`config.mk`:
```
export PLATFORM = sky130hd
export DESIGN_NAME = conv1_sched
export DESIGN_NICKNAME = d
export VERILOG_FILES = /design/src/rtl/conv1_pkg.sv /design/src/rtl/conv1_addr_gen.sv /design/src/rtl/conv1_sched.sv
export SDC_FILE = /design/constraint.sdc
export NUM_CORES = 1
export LEC_CHECK = 0
export BUFFER_PORTS_ARGS = -buffer_cell sky130_fd_sc_hd__buf_2
export CAP_MARGIN = 10
export CORE_MARGIN = 1
export CORE_UTILIZATION = 45
export CTS_CLUSTER_DIAMETER = 150
export CTS_CLUSTER_SIZE = 14
export DETAILED_ROUTE_END_ITERATION = 10
export PLACE_DENSITY = 0.76
export SYNTH_ARGS = -nofsm -noshare
export SYNTH_HDL_FRONTEND = slang
export SYNTH_SLANG_ARGS = --single-unit
```
`constraint.sdc`:
```
create_clock -name clk -period 7.35 [get_ports clk]
set_input_delay 1.47 -clock clk [delete_from_list [all_inputs] [get_ports clk]]
set_output_delay 1.47 -clock clk [all_outputs]
set_load 0.1 [all_outputs]
```
`src/rtl/conv1_pkg.sv`:
```
// Shared types and constants for the conv1 window sequencer.
// Optional build macro CONV1_PAD_EN is consumed by conv1_addr_gen and conv1_sched.
package conv1_pkg;

    typedef enum logic [2:0] {
        IDLE,
        FETCH,
        WAIT_RD,
        FIRE,
        LAT,
        OUT,
        DONE
    } state_e;

    localparam int CONV1_K       = 3;
    localparam int CONV1_TAPS    = 9;
    localparam int CONV1_FILTERS = 32;

    typedef logic [31:0] word_t;

    // Row offset of window tap k (k = 3*dy + dx), without a divider.
    function automatic logic [1:0] tapDy(input logic [3:0] k);
        case (k)
            4'd0, 4'd1, 4'd2: tapDy = 2'd0;
            4'd3, 4'd4, 4'd5: tapDy = 2'd1;
            4'd6, 4'd7, 4'd8: tapDy = 2'd2;
            default:          tapDy = 2'd0;
        endcase
    endfunction

    function automatic logic [1:0] tapDx(input logic [3:0] k);
        case (k)
            4'd0, 4'd3, 4'd6: tapDx = 2'd0;
            4'd1, 4'd4, 4'd7: tapDx = 2'd1;
            4'd2, 4'd5, 4'd8: tapDx = 2'd2;
            default:          tapDx = 2'd0;
        endcase
    endfunction

endpackage

```
`src/rtl/conv1_addr_gen.sv`:
```
// Maps (output row, output column, tap k) to a row-major read address and an in-bounds flag.
// With CONV1_PAD_EN the window is centred on the position and taps outside the map are flagged.
module conv1_addr_gen
    import conv1_pkg::*;
#(
    parameter int IMG_W  = 28,
    parameter int IMG_H  = 28,
    parameter int ADDR_W = $clog2(IMG_W * IMG_H)
) (
    input  logic [ADDR_W-1:0] row_i,
    input  logic [ADDR_W-1:0] col_i,
    input  logic [3:0]        k_i,
    output logic [ADDR_W-1:0] addr_o,
    output logic              inBounds_o
);

    localparam logic [ADDR_W-1:0] IMG_W_A = ADDR_W'(IMG_W);
    localparam logic [ADDR_W-1:0] IMG_H_A = ADDR_W'(IMG_H);

    logic [ADDR_W-1:0] dy;
    logic [ADDR_W-1:0] dx;
    logic [ADDR_W-1:0] srcRow;
    logic [ADDR_W-1:0] srcCol;

    assign dy = ADDR_W'(tapDy(k_i));
    assign dx = ADDR_W'(tapDx(k_i));

`ifdef CONV1_PAD_EN
    // Work in padded coordinates (source + 1) so "one left of column 0" is 0, not a wrap.
    logic [ADDR_W-1:0] padRow;
    logic [ADDR_W-1:0] padCol;

    assign padRow     = row_i + dy;
    assign padCol     = col_i + dx;
    assign inBounds_o = (padRow != '0) && (padRow <= IMG_H_A) &&
                        (padCol != '0) && (padCol <= IMG_W_A);
    assign srcRow     = padRow - ADDR_W'(1);
    assign srcCol     = padCol - ADDR_W'(1);
`else
    assign srcRow     = row_i + dy;
    assign srcCol     = col_i + dx;
    assign inBounds_o = (srcRow < IMG_H_A) && (srcCol < IMG_W_A);
`endif

    assign addr_o = inBounds_o ? (srcRow * IMG_W_A + srcCol) : '0;

endmodule

```
`src/rtl/conv1_sched.sv`:
```
// Window sequencer for the conv1 filter bank: fetches 3x3 windows, waits out the filter latency, hands off tags.
// Build macro CONV1_PAD_EN selects zero-padded (same-size) output instead of valid-only output.
module conv1_sched
    import conv1_pkg::*;
#(
    parameter int IMG_W    = 28,
    parameter int IMG_H    = 28,
    parameter int FILT_LAT = 2,
    parameter int ADDR_W   = $clog2(IMG_W * IMG_H)
) (
    input  logic                clk,
    input  logic                rst_n,
    input  logic                start,
    output logic                busy,
    output logic                done,
    output logic                mem_rd_en,
    output logic [ADDR_W-1:0]   mem_addr,
    input  logic [31:0]         mem_rdata,
    output logic [0:8][31:0]    win_data,
    output logic                win_valid,
    output logic                out_valid,
    input  logic                out_ready,
    output logic [ADDR_W-1:0]   out_row,
    output logic [ADDR_W-1:0]   out_col
);

`ifdef CONV1_PAD_EN
    localparam int OH = IMG_H;
    localparam int OW = IMG_W;
`else
    localparam int OH = IMG_H - 2;
    localparam int OW = IMG_W - 2;
`endif

    localparam int LAT_W = (FILT_LAT > 2) ? $clog2(FILT_LAT) : 1;
    localparam logic [ADDR_W-1:0] LAST_ROW = ADDR_W'(OH - 1);
    localparam logic [ADDR_W-1:0] LAST_COL = ADDR_W'(OW - 1);
    localparam logic [3:0]        LAST_TAP = 4'(CONV1_TAPS - 1);

    state_e            state_q;
    logic [ADDR_W-1:0] row_q;
    logic [ADDR_W-1:0] col_q;
    logic [3:0]        k_q;
    logic [LAT_W-1:0]  latCnt_q;
    logic              capValid_q;
    logic [3:0]        capIdx_q;
    logic              capPad_q;
    logic              busy_q;
    logic              done_q;
    logic              rdEn_q;
    logic [ADDR_W-1:0] addr_q;
    logic              winValid_q;
    logic              outValid_q;
    logic [0:8][31:0]  winData_q;

    logic [ADDR_W-1:0] slotRow_d;
    logic [ADDR_W-1:0] slotCol_d;
    logic [3:0]        slotK_d;
    logic [ADDR_W-1:0] slotAddr;
    logic              slotInBounds;
    logic              lastPos;

    assign lastPos = (row_q == LAST_ROW) && (col_q == LAST_COL);

    // The read strobe and address are registered, so look up the slot that the next cycle will present.
    always_comb begin
        slotRow_d = row_q;
        slotCol_d = col_q;
        slotK_d   = 4'd0;
        case (state_q)
            IDLE: begin
                slotRow_d = '0;
                slotCol_d = '0;
            end
            FETCH: begin
                slotK_d = k_q + 4'd1;
            end
            OUT: begin
                if (col_q == LAST_COL) begin
                    slotRow_d = row_q + ADDR_W'(1);
                    slotCol_d = '0;
                end else begin
                    slotCol_d = col_q + ADDR_W'(1);
                end
            end
            default: ;
        endcase
    end

    conv1_addr_gen #(
        .IMG_W  (IMG_W),
        .IMG_H  (IMG_H),
        .ADDR_W (ADDR_W)
    ) u_addr_gen (
        .row_i      (slotRow_d),
        .col_i      (slotCol_d),
        .k_i        (slotK_d),
        .addr_o     (slotAddr),
        .inBounds_o (slotInBounds)
    );

    // Main sequencer; each read's data lands in the window one cycle after its slot, tagged by capIdx/capPad.
    always_ff @(posedge clk or negedge rst_n) begin
        if (!rst_n) begin
            state_q    <= IDLE;
            row_q      <= '0;
            col_q      <= '0;
            k_q        <= '0;
            latCnt_q   <= '0;
            capValid_q <= 1'b0;
            capIdx_q   <= '0;
            capPad_q   <= 1'b0;
            busy_q     <= 1'b0;
            done_q     <= 1'b0;
            rdEn_q     <= 1'b0;
            addr_q     <= '0;
            winValid_q <= 1'b0;
            outValid_q <= 1'b0;
            winData_q  <= '0;
        end else begin
            winValid_q <= 1'b0;
            done_q     <= 1'b0;
            capValid_q <= 1'b0;

            if (capValid_q) begin
                winData_q[capIdx_q] <= capPad_q ? 32'd0 : mem_rdata;
            end

            case (state_q)
                IDLE: begin
                    if (start) begin
                        state_q <= FETCH;
                        busy_q  <= 1'b1;
                        row_q   <= '0;
                        col_q   <= '0;
                        k_q     <= '0;
                        rdEn_q  <= slotInBounds;
                        addr_q  <= slotAddr;
                    end
                end

                FETCH: begin
                    capValid_q <= 1'b1;
                    capIdx_q   <= k_q;
                    capPad_q   <= ~rdEn_q;
                    if (k_q == LAST_TAP) begin
                        rdEn_q  <= 1'b0;
                        state_q <= WAIT_RD;
                    end else begin
                        k_q    <= k_q + 4'd1;
                        rdEn_q <= slotInBounds;
                        addr_q <= slotAddr;
                    end
                end

                WAIT_RD: begin
                    state_q    <= FIRE;
                    winValid_q <= 1'b1;
                end

                FIRE: begin
                    latCnt_q <= LAT_W'(FILT_LAT - 1);
                    if (FILT_LAT == 1) begin
                        state_q    <= OUT;
                        outValid_q <= 1'b1;
                    end else begin
                        state_q <= LAT;
                    end
                end

                LAT: begin
                    latCnt_q <= latCnt_q - LAT_W'(1);
                    if (latCnt_q == LAT_W'(1)) begin
                        state_q    <= OUT;
                        outValid_q <= 1'b1;
                    end
                end

                OUT: begin
                    if (out_ready) begin
                        outValid_q <= 1'b0;
                        if (lastPos) begin
                            state_q <= DONE;
                            done_q  <= 1'b1;
                            busy_q  <= 1'b0;
                        end else begin
                            row_q   <= slotRow_d;
                            col_q   <= slotCol_d;
                            k_q     <= '0;
                            state_q <= FETCH;
                            rdEn_q  <= slotInBounds;
                            addr_q  <= slotAddr;
                        end
                    end
                end

                DONE: begin
                    state_q <= IDLE;
                end

                default: begin
                    state_q <= IDLE;
                end
            endcase
        end
    end

    assign busy      = busy_q;
    assign done      = done_q;
    assign mem_rd_en = rdEn_q;
    assign mem_addr  = addr_q;
    assign win_data  = winData_q;
    assign win_valid = winValid_q;
    assign out_valid = outValid_q;
    assign out_row   = row_q;
    assign out_col   = col_q;

endmodule

```
==> results of run 1 <==
registers in the layout, summed over array words and instances, names as in the netlist, 3 cells and up:
register / cells
capIdx_q: 4
k_q: 4
mem_addr: 10
out_col: 10
out_row: 10
state_q: 3
win_data: 288
layer usage:
metal  global-route usage  up-vias  wire length [microns]
li1                     -     5490                      -
met1                0.341     5669                  17100
met2                0.412      507                  18900
met3               0.0499       86                   3540
met4                0.101        2                   1700
met5                    0        -                     13
through the flow:
| stage | worst slack (ps) | instances | cell area [sq um] | hold slack (ps) |
|---|---|---|---|---|
| floorplan | 441 | 1420 | 14300 | 495 |
| global placement | 736 | 2106 | 16400 | 457 |
| detailed placement | 482 | 2106 | 16400 | 465 |
| CTS | 456 | 2137 | 17100 | 480 |
| global route | 16.4 | 2138 | 17200 | 492 |
| finish | 446 | 2139 | 17200 | 475 |
worst reg2reg max path, stage by stage (launching register included):
cell and delay, ps:
dfrtp_1 520, ha_1 230, or3b_1 390, nor4_1 470
nor2_1 220, nand2_1 110, o21ai_0 170, ha_1 280
fa_1 400, xor2_1 500, fa_1 520, ha_1 240
fa_1 410, xor2_1 180, ha_1 360, nand3_1 120
o211ai_1 120, o41ai_1 370, xnor3_1 470, xnor2_1 170
o21ai_0 100, a21o_1 210, a32o_1 230
kinds of logic after synthesis:
logic type,after synthesis
and+or+nand+nor,495
AOI/OAI and AO/OA,414
DFF,337
buffers and inverters,97
adders and majority gates,37
xor gates and xnor gates,32
muxes,8
worst paths after layout:
path,end,startpoint,cells past startpoint,slack [ps]
worst max-delay path,mem_addr[9],out_col[0],22,450
worst min-delay path,win_data[217],win_data[217],2,470
worst max register to register,mem_addr[9],out_col[0],22,450
worst min register to register,win_data[217],win_data[217],2,470
max in group asynchronous,out_col[8],rst_n,2,5180
min in group asynchronous,win_data[106],rst_n,1,870
synth_stat cells (all sizes together), types with 4 or more instances:
master and number:
nand4 11, nand2b 33, a31oi 6, nor2 33, o211ai 7, a22o 20, buf 7, nor3 13
xor2 17, and3 4, inv 16, mux2 4, nor3b 5, nand2 340, ha 31, nand3 23
mux2i 4, clkbuf 74, a21o 12, fa 6, a21oi 18, or3 7, xnor2 13, nor2b 4
o21ai 325, dfrtp 337
area by class of cell:
class                   instances  area share
repair buffers                372       0.113
flip-flops and latches        337       0.492
multi-input cells             986       0.320
clock buffers                  29      0.0411
well taps                     396      0.0289
clock inverters                 2     0.00270
inverters                      16     0.00350
diodes                          1    0.000146
==> results.md, run 1 <==
- Synthesized flop and latch total: 337
- Post-synthesis mux area share: 0.00596
- Post-Synth Adder-Cell Area: 0.0356
- I/O pin cnt: 359
- Detail Route Antenna Nets: 0
- Dominant cell type by area after synthesis: dfrtp_1
- Seq/Total Area, Yosys: 0.591
- Vias in the first global route: 11,300
- Main combinational cell family by area after synthesis: compound AO/OA/AOI/OAI gates
- Synth area leaders: dfrtp_1 (59%), o21ai_0 (11%), nand2_1 (8.9%)
- Synth Area in XOR/XNOR: 0.0216
- Residual DRC: 0
- Slowest-stage cell, CP: dfrtp_1
- TritonCTS buffer count: 28
- CTS resizes: 0
- Ys Warns: 0
- Mapped Cells: 1,420
- WP data arrival: 7360 ps
- Initial antenna violation count: 2
- Minimum clock period: about 7000 ps
- Share of layout cells above drive strength 1: 0.245
- Vias per cell: 5.50
- Largest net degree at the start of global routing: approximately 140
- DR WL/cell: 19.3 microns
- Slew @ Worst Pin: 1100 ps
- Synth cell types: 70
- CP peak stage delay: 520 ps
- Post-synthesis compound-gate area fraction: 0.162
- Final HPWL DP: about 29,000 microns
- Final core occ: 0.555
- Reg area: about 8400 sq um
- Hold Vio Cnt, Final: 0
- Cts hold-fix bufs: 0
- Most frequent cells in the layout: buf_2 (357), nand2_1 (338), dfrtp_1 (336), o21ai_0 (323)
- Mean Syn Cell Area: 10.0 sq um
- Max H-tree Level: 1
- CP required: 7810 ps
- Fmax: 145 MHz
- Setup TNS: 0 ps
- Detailed-route via count: between 10,000 and 15,000
- RSZ-0062 raised after global routing: no
- Post-synth top area share: 0.591
- GR Overflow Total: 0
- First-pass GRT wire length: 65,100 microns
- Die Y: 180 microns
- EDFF count, synth: 0
- Area of the multi-input gates: 5480 sq um
- Max_cap viols: 0
- Initial core utilization: 0.462
- Final slew viol count: 0
- Routed Wire Length: 41,200 microns
- Rows: 64
- Primary FF master, synth: dfrtp_1
- Pre-antenna DRT Iters: 5
- Post-CTS setup buffers: 0
- Slew margin rel.: 0.265
- Most common cell after layout, fill and taps aside: buf_2
- Fin nets: 1,814
- Clock sinks: 337
- Final Skew: 24.7 ps
- Final period util: 0.939
- Post-synth ARST share: 1.00
- Post-Syn Nets: 1,493
- Total die area: between 30,000 and 40,000 sq um
- Critical path peak fanout: 11
- Clock Latency Late Sink: between 500 and 600 ps
- CTS Root Cell: clkbuf_16
- Buf+Inv Stages, Crit Path: 0
- Syn Std Cell Area: about 14,000 sq um
- Finish-stage setup viols: 0
- CTS tree: built
- Largest delay share family, worst path: adder cells
- Critical-path cell list: ha_1 -> or3b_1 -> nor4_1 -> nor2_1 -> nand2_1 -> o21ai_0 -> ha_1 -> fa_1 -> xor2_1 -> fa_1 -> ha_1 -> fa_1 -> xor2_1 -> ha_1 -> nand3_1 -> o211ai_1 -> o41ai_1 -> xnor3_1 -> xnor2_1 -> o21ai_0 -> a21o_1 -> a32o_1
- I/O Buffers: between 300 and 400
- Simple-gate area share of the yosys netlist: 0.157
- Initial DRC Count: 834
- CP dominant cell by count: ha_1
- Chip width: 180 microns
- Hold Crit Class: register to register
- Syn-to-layout area delta: 20.2%
- Gr usage total: 0.255
- Fill cells: 2,723
- Clk buf depth: 3
- Placer Congestion: just under 0.9
- CORE AREA: 30,900 sq um
- Worst setup path category: register to register
- Clock transition at path regs: 80 ps
- Outcome: finished clean
- Worst Setup End Kind: register
- Startpoint Class: register
Power of run 1 is left out: the tool's default activity adds up to more than one toggle a clock period on the data nets, which glitch-free logic cannot reach.
==> run 2: changes to the inputs <==
Settings changed: BUFFER_PORTS_ARGS -buffer_cell sky130_fd_sc_hd__buf_2 to default, DONT_BUFFER_PORTS from default to 1, PLACE_DENSITY 0.76 to 0.67, SKIP_LAST_GASP from default to 1.
==> results.md, run 2 (same netlist as run 1, synthesis figures left out) <==
- CTS tree: built
- Finish-stage setup viols: 0
- Max_cap viols: 0
- Setup TNS: 0 ps
- Minimum clock period: a little under 7000 ps
- Post-route design area: 15,400 sq um
- Most common cell after layout, fill and taps aside: nand2_1
- CORE AREA: 30,900 sq um
- Grt met3 use: 0.0705
- Fin nets: 1,469
- Fmax: between 100 and 150 MHz
- DR WL/cell: 22.1 microns
- Final Skew: between 30 and 40 ps
- Slew margin rel.: 0.219
- Chip width: between 150 and 200 microns
- Most used routing layer in global routing: met2
- Outcome: finished clean
- Routed Wire Length: just under 40,000 microns
- I/O Buffers: 0
- Rows: between 60 and 70
- Die Y: between 150 and 200 microns
- I/O pin cnt: 359
- Largest net degree at the start of global routing: 338
- Pre-antenna DRT Iters: 5
- WP data arrival: between 7000 and 8000 ps
- Clock sinks: about 340
- Total die area: 32,400 sq um
- Initial core utilization: 0.462
- Largest delay share family, worst path: adder cells
- Hold Vio Cnt, Final: 0
- Final HPWL DP: 27,500 microns
- CTS Root Cell: clkbuf_16
- Met1 Use GR: 0.325
- Most frequent cells in the layout: nand2_1 (338), dfrtp_1 (337), o21ai_0 (323), nor2_1 (33), nand2b_1 (33)
- Max H-tree Level: 1
- Worst setup path category: register to register
- Initial DRC Count: roughly 740
- Final core occ: 0.499
- Slew @ Worst Pin: approximately 1200 ps
- Max reg flops: 288
- Slowest-stage cell, CP: dfrtp_1
- Vias in the first global route: roughly 10,000
- RSZ-0062 raised after global routing: no
- Worst Setup End Kind: register
- Post-CTS setup buffers: 0
- Vias per cell: 5.68
- Clock Latency Late Sink: 560 ps
- Critical-path cell list: buf_4 -> and3b_1 -> nand4_1 -> o21ai_0 -> ha_1 -> fa_1 -> xor2_1 -> fa_1 -> ha_1 -> fa_1 -> xor2_1 -> ha_1 -> nand3_1 -> o211ai_1 -> o41ai_1 -> xnor3_1 -> xnor2_1 -> o21ai_0 -> a21o_1 -> a32o_1
- Hold Crit Class: register to register
- Detail Route Antenna Nets: 0
- Final period util: 0.939
- CP peak stage delay: roughly 570 ps
- Residual DRC: 0
- GR Layer Usage met2: 0.393
- Gr usage total: 0.246
- Initial antenna violation count: 0
- Final WS setup: 448 ps
- Detailed-route via count: 10,200
- Cts hold-fix bufs: 0
- Place WS: around 560 ps
- CTS resizes: 0
- Placed instance area: 14,700 sq um
- Startpoint Class: register
- Buf+Inv Stages, Crit Path: 1
- Share of layout cells above drive strength 1: 0.0580
- Clock transition at path regs: 70 ps
- Final slew viol count: 0
- Placer Congestion: 0.912
- First-pass GRT wire length: 62,100 microns
- CP required: 7790 ps
- Syn-to-layout area delta: 8.08%
- Clk buf depth: 3
- Critical path peak fanout: 13
- GR Overflow Total: 0
- TritonCTS buffer count: 28
[run 2: cell types whose count changed in the layout (fill, tap and decap cells not counted), sizes merged]
cell	before	now
buf	372	27
[run 2: per-stage QoR]
stage	instances	hold slack [ps]
finish	1794	545
detailed placement	1761	531
global placement	1761	525
CTS	1792	547
floorplan	1420	495
global route	1793	585
[run 2: routing by layer]
metal	share of wire	up-vias
li1	-	4785
met1	0.42	4935
met2	0.45	404
met3	0.090	72
met4	0.034	0
met5	0	-
[run 2: worst paths after layout]
path                                 end       start  cells after the start  slack [ps]
min in group asynchronous  win_data[260]       rst_n                      0         610
hold reg to reg                   k_q[0]      k_q[0]                      2         550
max in group asynchronous     out_row[5]       rst_n                      0        5780
hold / removal                    k_q[0]      k_q[0]                      2         550
setup / recovery             mem_addr[9]  state_q[0]                     20         450
setup reg to reg             mem_addr[9]  state_q[0]                     20         450
[run 2: worst reg2reg max path, stage by stage (launching register included)]
cell and delay [ps]:
dfrtp_1 570, buf_4 260, and3b_1 360, nand4_1 510
o21ai_0 550, ha_1 280, fa_1 210, xor2_1 510
fa_1 530, ha_1 240, fa_1 410, xor2_1 180
ha_1 360, nand3_1 110, o211ai_1 120, o41ai_1 400
xnor3_1 470, xnor2_1 160, o21ai_0 110, a21o_1 220
a32o_1 240
[run 2: final cells by class]
type / instances / area [sq um]
inverters: 16 / 60.1
clock inverters: 2 / 32.5
fillers: 2819 / 15500
well taps: 396 / 495
repair buffers: 27 / 210
clock buffers: 29 / 704
diodes: 1 / 2.50
multi-input cells: 986 / 5480
flip-flops and latches: 337 / 8430
Power of run 2 is left out for the same reason.
